`src/rtl/cam_config.sv`:
```
// Camera register loader: after a power-up wait, walks a constant register table
// and issues one SCCB write per entry, with table-driven delays and a write timeout.
module cam_config #(
    parameter logic [7:0]  DEV_ID      = 8'h42,
    parameter int unsigned PWRUP_CYC   = 24_000,
    parameter int unsigned DELAY_CYC   = 240_000,
    parameter int unsigned TIMEOUT_CYC = 4_800
) (
    input  logic       clk_24,
    input  logic       reset_n,
    input  logic       start,
    output logic       wr_valid,
    input  logic       wr_ready,
    output logic [7:0] wr_id,
    output logic [7:0] wr_addr,
    output logic [7:0] wr_data,
    input  logic       wr_done,
    output logic       busy,
    output logic       done,
    output logic       err,
    output logic [7:0] idx
);

    localparam int unsigned CNT_W = 18;
    localparam int unsigned IDX_W = 8;
    localparam int unsigned ENT_W = 16;

    localparam logic [ENT_W-1:0] ENT_END   = 16'hFFFF;
    localparam logic [ENT_W-1:0] ENT_DELAY = 16'hFFF0;
    localparam logic [IDX_W-1:0] IDX_LAST  = 8'hFF;

    localparam logic [CNT_W-1:0] PWRUP_LAST   = CNT_W'(PWRUP_CYC - 1);
    localparam logic [CNT_W-1:0] DELAY_LAST   = CNT_W'(DELAY_CYC - 1);
    localparam logic [CNT_W-1:0] TIMEOUT_LAST = CNT_W'(TIMEOUT_CYC - 1);

    typedef enum logic [2:0] {
        S_IDLE, S_PWRUP, S_FETCH, S_ISSUE, S_WAIT_DONE, S_DELAY, S_FINISH, S_FAIL
    } state_t;

    // Register table {addr, data}; unlisted entries read as end-of-table.
    function automatic logic [ENT_W-1:0] rom(input logic [IDX_W-1:0] a);
        case (a)
            8'd0:    rom = 16'h1280;
            8'd1:    rom = ENT_DELAY;
            8'd2:    rom = 16'h1101;
            8'd3:    rom = 16'h0C04;
            8'd4:    rom = 16'h3A04;
            default: rom = ENT_END;
        endcase
    endfunction

    state_t             state_q, state_d;
    logic [CNT_W-1:0]   cnt_q, cnt_d;
    logic [IDX_W-1:0]   idx_q, idx_d;
    logic [7:0]         addr_q, addr_d;
    logic [7:0]         data_q, data_d;
    logic               wr_valid_q, wr_valid_d;
    logic               busy_q, busy_d;
    logic               done_q, done_d;
    logic               err_q, err_d;
    logic [ENT_W-1:0]   entry_c;

    assign entry_c = rom(idx_q);

    always_ff @(posedge clk_24 or negedge reset_n) begin
        if (!reset_n) begin
            state_q    <= S_IDLE;
            cnt_q      <= '0;
            idx_q      <= '0;
            addr_q     <= '0;
            data_q     <= '0;
            wr_valid_q <= 1'b0;
            busy_q     <= 1'b0;
            done_q     <= 1'b0;
            err_q      <= 1'b0;
        end else begin
            state_q    <= state_d;
            cnt_q      <= cnt_d;
            idx_q      <= idx_d;
            addr_q     <= addr_d;
            data_q     <= data_d;
            wr_valid_q <= wr_valid_d;
            busy_q     <= busy_d;
            done_q     <= done_d;
            err_q      <= err_d;
        end
    end

    always_comb begin
        state_d = state_q;
        case (state_q)
            S_IDLE:      if (start) state_d = S_PWRUP;
            S_PWRUP:     if (cnt_q == PWRUP_LAST) state_d = S_FETCH;
            S_FETCH: begin
                if (entry_c == ENT_END)        state_d = S_FINISH;
                else if (entry_c == ENT_DELAY) state_d = S_DELAY;
                else                           state_d = S_ISSUE;
            end
            S_ISSUE:     if (wr_valid_q && wr_ready) state_d = S_WAIT_DONE;
            // A completion in the last allowed cycle still wins over the timeout.
            S_WAIT_DONE: begin
                if (wr_done)                    state_d = (idx_q == IDX_LAST) ? S_FINISH : S_FETCH;
                else if (cnt_q == TIMEOUT_LAST) state_d = S_FAIL;
            end
            S_DELAY:     if (cnt_q == DELAY_LAST)
                             state_d = (idx_q == IDX_LAST) ? S_FINISH : S_FETCH;
            S_FINISH,
            S_FAIL:      if (!start) state_d = S_IDLE;
            default:     state_d = S_IDLE;
        endcase
    end

    // Next register values; the wait counter restarts on every state change.
    always_comb begin
        cnt_d      = '0;
        idx_d      = idx_q;
        addr_d     = addr_q;
        data_d     = data_q;
        busy_d     = busy_q;
        done_d     = done_q;
        err_d      = err_q;
        wr_valid_d = (state_d == S_ISSUE);

        if ((state_d == state_q) &&
            (state_q == S_PWRUP || state_q == S_DELAY || state_q == S_WAIT_DONE))
            cnt_d = cnt_q + CNT_W'(1);

        case (state_q)
            S_IDLE: if (state_d == S_PWRUP) begin
                busy_d = 1'b1;
                done_d = 1'b0;
                err_d  = 1'b0;
                idx_d  = '0;
            end
            S_FETCH: if (state_d == S_ISSUE) begin
                addr_d = entry_c[15:8];
                data_d = entry_c[7:0];
            end
            S_WAIT_DONE,
            S_DELAY: if (state_d == S_FETCH) idx_d = idx_q + IDX_W'(1);
            default: ;
        endcase

        if (state_d == S_FINISH && state_q != S_FINISH) begin
            done_d = 1'b1;
            busy_d = 1'b0;
        end
        if (state_d == S_FAIL && state_q != S_FAIL) begin
            err_d  = 1'b1;
            busy_d = 1'b0;
        end
    end

    assign wr_id    = DEV_ID;
    assign wr_valid = wr_valid_q;
    assign wr_addr  = addr_q;
    assign wr_data  = data_q;
    assign busy     = busy_q;
    assign done     = done_q;
    assign err      = err_q;
    assign idx      = idx_q;

endmodule
```
`config.mk`:
```
export PLATFORM = sky130hd
export DESIGN_NAME = cam_config
export DESIGN_NICKNAME = d
export VERILOG_FILES = /design/src/rtl/cam_config.sv
export SDC_FILE = /design/constraint.sdc
export NUM_CORES = 1
export LEC_CHECK = 0
export ABC_CLOCK_PERIOD_IN_PS = 4400
export CORE_UTILIZATION = 58
export CTS_CLUSTER_SIZE = 30
export DETAILED_ROUTE_END_ITERATION = 12
export PLACE_DENSITY = 0.93
export SETUP_SLACK_MARGIN = 0.5
export SLEW_MARGIN = 10
export SYNTH_ARGS = -nofsm -noshare
export SYNTH_HDL_FRONTEND = slang
export SYNTH_SLANG_ARGS = --single-unit
```
`constraint.sdc`:
```
create_clock -name clk_24 -period 4.4 [get_ports clk_24]
set_input_delay 0.88 -clock clk_24 [delete_from_list [all_inputs] [get_ports clk_24]]
set_output_delay 0.88 -clock clk_24 [all_outputs]
set_load 0.01 [all_outputs]
```
==> run metrics, run 1 <==
Synth Cell Area=2540 sq um; DP Wirelength=3640 microns; Max Cap Viol=0; Detailed Routing Iterations Pass 1=4; Seq pwr share=43.8%; clock root buffer=clkbuf_8; number of synthesized flops with an enable pin=0; drt drc=0; most frequent cells in the layout=dfrtp_1, nor2_1, nand2_1, clkdlybuf4s50_1; detailed-route via count=2078; actual slew at the worst max-slew pin=933 ps; fill count=309; commonest non-fill, non-tap cell in the layout=dfrtp_1; Max IR drop VDD=0.255 mV; CTS tree=done; worst min path class=flop to flop; Via density=5.92; Avg Inst Size Synth=9.02 sq um; status=finished, final reports clean; Worst slew margin=37.8%; post-layout minimum cycle time=2770 ps; Net Switching=0.424 mW; Layout area overhead=13.2%; LEAKAGE=1.24 nW; layout cells sized above 1=4.98%; post-CTS sizing=0; ys flop type=dfrtp_1; CTS H-tree depth=2; total global routing overflow=0; period utilization=62.9%; Max Slew Vio Count=0; Finished Cell Area=2880 sq um; Layout Nets=310; sequential fraction of the synthesis area=43.3%; Die Span Y=68.2 microns; Post-DRT Antenna Nets=0; Comb pwr share=34.9%; Reg clk slew, reported paths=90 ps; CTS Buf Count=5; total power=1.23 mW; Routed WL=5170 microns; Final Hold Fails=0; setup ws final=1630 ps; hold_buf cts=0; clk sinks=44; antenna fix cells=0; Clock Skews=14.2 ps; flops & latches, synth=44; Core Area=4120 sq um; number of global-route vias before repair=1920; # IOs=41; worst-path maximum fanout=20; Worst EP arrival=3020 ps; Int Pwr=0.804 mW; DRT iter0 DRCs=181; largest net degree at the start of global routing=45; FF/Latch Area=1100 sq um; Crit. End Element=flop; Die ar.=4650 sq um; clk_lat worst skew=300 ps; gr usage total=25.2%; I/O Buffers=32; die width=68.2 microns; gate count of the mapped netlist=282; power density cells=427 nW/um^2; final setup fails=0; clk buf depth=2; RSZ-0062 raised after global routing=no; Multi-input gate area=1270 sq um; Area after DPL=2790 sq um; setup slack at placement=1290 ps; Synth cell types=52; Initial Util=61.8%; Max Fclk=361 MHz; routability cong.=0.873; Core Rows=23; Core Util, Final=70.0%; Req. time, crit path=4650 ps; setup TNS=0 ps; WL/cell=14.7 microns; Clk pwr share=21.3%; Synth async-reset ratio=100%; global-route wire length before repair=8650 microns; Ys Warns=0; initial antenna violation count=0; Worst Setup Path Type=primary input to flop; Startpoint Class=primary input; Switching Share=34.5%; post-CTS setup buffer count=0
[area by class of cell]
| cell class | count | share of cell area, % |
|---|---|---|
| well taps | 50 | 2.17 |
| repair buffers | 32 | 11.0 |
| inverters | 9 | 1.17 |
| clock inverters | 1 | 0.261 |
| clock buffers | 7 | 3.00 |
| flip-flops and latches | 44 | 38.2 |
| multi-input cells | 208 | 44.2 |
[flip-flops by register name, summed over array words and instances, names as in the netlist]
register,cells
busy,1
err,1
cnt_q,18
idx,8
wr_addr,7
wr_valid,1
done,1
wr_data,4
state_q,3
[worst paths after layout]
check	from	end	slack, ps	cells after the start
setup reg to reg	cnt_q[15]	cnt_q[12]	1790	6
max in group asynchronous	reset_n	wr_data[3]	3100	1
setup / recovery	start	wr_addr[5]	1630	6
min in group asynchronous	reset_n	wr_addr[4]	720	1
hold / removal	wr_data[0]	wr_data[0]	480	2
hold reg to reg	wr_data[0]	wr_data[0]	480	2
[layer usage]
metal	wire, microns	vias to the layer above	track usage (%)
li1	-	994	-
met1	2340	984	34.8
met2	2440	93	38.2
met3	325	7	5.83
met4	71	0	9.64
met5	0	-	0
[critical path: stages]
cell and delay, ps:
clkdlybuf4s50_1 480, and2_1 230, o41ai_1 510, nand2_1 450, a211oi_1 350, a21o_1 110
[metrics by stage]
| stage | hold WS, ps | instances |
|---|---|---|
| final | 483 | 351 |
| after global placement | 446 | 343 |
| after floorplan | 424 | 288 |
| after CTS | 486 | 351 |
| after detailed placement | 467 | 343 |
| after global routing | 514 | 351 |
[Yosys cell counts, types with 7 or more instances]
cell      instances  area (sq um)
and2_1            7          43.8
buf_4            14           105
clkbuf_1          9          33.8
dfrtp_1          44          1100
inv_1             9          33.8
nand2_1          32           120
nand4_1          10          62.6
nor2_1           35           131
nor3_1           11          55.1
o21ai_0           9          45.0
xnor2_1          11          96.3
xor2_1           11          96.3
[cell families after synthesis]
kind of cell | count (synthesis) | share of synthesized area [%]
DFF | 44 | 43.3
AOI/OAI and AO/OA | 38 | 10.4
xor gates and xnor gates | 22 | 7.58
adders and majority gates | 5 | 2.46
and+or+nand+nor | 134 | 28.0
buffers and inverters | 36 | 7.53
muxes | 1 | 0.443
other | 2 | 0.295
[power groups by stage]
stage	registers, mW	clock network (mW)	logic (mW)
5_1_grt	0.551	0.285	0.480
4_1_cts	0.539	0.265	0.429
3_3_place_gp	0.541	0	0.413
2_1_floorplan	0.545	0	0.275
3_5_place_dp	0.547	0	0.425
6_report	0.538	0.261	0.429
No activity file was read; power rests on OpenSTA's default activity.
==> run 2: changes to the inputs <==
Settings changed: ABC_CLOCK_PERIOD_IN_PS 4400 to 2700, CORE_UTILIZATION 58 to 53, PLACE_DENSITY 0.93 to 0.86.
Clock period 4.4 ns to 2.7 ns, I/O delays scaled along.
==> run 2 against run 1 <==
The run now ends with DRC left. Utilization fell by 1.5 points. Final cell count rose by 4.3%. Sequential cell count did not move. Hold slack got worse by 94 ps. Sequential power rose by 63%. Setup slack got worse by 1200 ps. Combinational power rose by 80%. Clock skew fell by 6.9 ps. Wire length rose by 6.9%. Die area rose by 9.1%.
==> run metrics, run 2 (synthesized netlist as in run 1, its figures left out) <==
die width=71.3 microns; Worst slew margin=36.2%; actual slew at the worst max-slew pin=957 ps; post-layout minimum cycle time=2310 ps; Initial Util=56.8%; routability cong.=0.904; Die ar.=5080 sq um; drt drc=8; failing checks=DRC; reg2reg setup slack=390 ps; Clock Skews=7.32 ps; number of global-route vias before repair=1963; Max Slew Vio Count=0; Max IR drop VDD=0.373 mV; worst-path cell chain=or4_1, or4_4, or4_1, o21ai_0, a41oi_2; global-route wire length before repair=9320 microns; LEAKAGE=1.33 nW; # IOs=41; worst-path maximum fanout=4; Layout area overhead=20.5%; Clk pwr share=21.0%; setup ws final=394 ps; Int Pwr=1.38 mW; RSZ-0062 raised after global routing=yes; Die Span Y=71.3 microns; power density cells=681 nW/um^2; Reg clk slew, reported paths=70 ps; Via density=5.91; status=finished with violations; setup slack at placement=79.6 ps; WL/cell=15.1 microns; placed cell count=348; Final Hold Fails=0; delay-heaviest family, CP=simple AND/OR/NAND/NOR gates; crit-path most repeated cell=or4_1; Biggest register=cnt_q; total global routing overflow=0; CTS H-tree depth=2; largest net degree at the start of global routing=45; Req. time, crit path=2870 ps; layout cells sized above 1=14.6%; antenna fix cells=0; CP bufs+invs=0; Worst Setup Path Type=flop to flop; initial antenna violation count=0; detailed-route via count=2164; gr usage total=23.5%; worst min path class=primary input to async pin; DP Wirelength=3530 microns; final setup fails=0; Max stage delay cell, worst path=or4_1; Seq pwr share=42.0%; CTS tree=done; Core Rows=24; Comb pwr share=37.0%; clk_lat worst skew=300 ps; DRT iter0 DRCs=263; non-filler cells in the finished layout=366; I/O Buffers=32; period utilization=85.4%; Detailed Routing Iterations Pass 1=9; Max Fclk=434 MHz; Switching Share=34.1%; Net Switching=0.711 mW; Startpoint Class=flop; Crit. End Element=flop; Finished Cell Area=3060 sq um; Routed WL=5520 microns; most frequent cells in the layout=dfrtp_1, nor2_1, nand2_1, clkdlybuf4s50_1, buf_4; clk buf depth=2; Post-DRT Antenna Nets=0; max reg flops=18; Max Cap Viol=0; CTS Buf Count=5; Area after DPL=2810 sq um; slowest stage delay, CP=580 ps; commonest non-fill, non-tap cell in the layout=dfrtp_1; Worst EP arrival=2480 ps; Layout Nets=324; Core Area=4470 sq um; setup TNS=0 ps; clk sinks=44; Core Util, Final=68.5%; clock root buffer=clkbuf_8
[run 2: cell types whose count changed in the layout (fill, tap and decap cells not counted), sizes merged]
cell	previous run	this run
buf	1	15
clkinvlp	1	0
[run 2: metal layers]
layer	track usage [%]	share of wire [%]	vias to the layer above
met1	32.3	46	1051
met5	0	0	-
met2	36.4	46	85
met4	8.67	1.2	0
met3	5.63	6.4	7
li1	-	-	1021
[run 2: per-stage QoR]
| step | hold WS, ps | power, mW |
|---|---|---|
| floorplan | 244 | 1.35 |
| global placement | 438 | 1.58 |
| detailed placement | 445 | 1.59 |
| CTS | 418 | 2.07 |
| global route | 473 | 2.23 |
| finish | 389 | 2.09 |
[run 2: final timing paths]
path	start	endpoint	cells after the start
max	cnt_q[13]	busy	5
min	reset_n	cnt_q[1]	1
max reg2reg	cnt_q[13]	busy	5
min reg2reg	wr_addr[4]	wr_addr[4]	2
max in group asynchronous	reset_n	cnt_q[10]	1
min in group clk_24	wr_addr[4]	wr_addr[4]	2
[run 2: final cells by class]
class                      count  area (sq um)
fill                         330          1410
multi-input combinational    208          1340
sequential                    44          1100
timing repair buffer          46           424
clock buffer                   7          96.3
tap                           52          65.1
inverter                       9          33.8
[run 2: what timing repair did]
item / CTS / global route
resized for setup: 7 / 12
setup endpoints to repair: 30 / 31
buffers inserted: 4 / 7
hold buffers: 0 / 0
hold endpoints to repair: 0 / 0
pin swaps: 2 / 4
[run 2: power groups by stage]
stage / Clock, mW / Sequential, mW / Combinational [mW]
6_report: 0.439 / 0.877 / 0.771
5_1_grt: 0.480 / 0.895 / 0.852
4_1_cts: 0.451 / 0.868 / 0.753
3_5_place_dp: 0 / 0.879 / 0.713
3_3_place_gp: 0 / 0.877 / 0.701
2_1_floorplan: 0 / 0.889 / 0.462
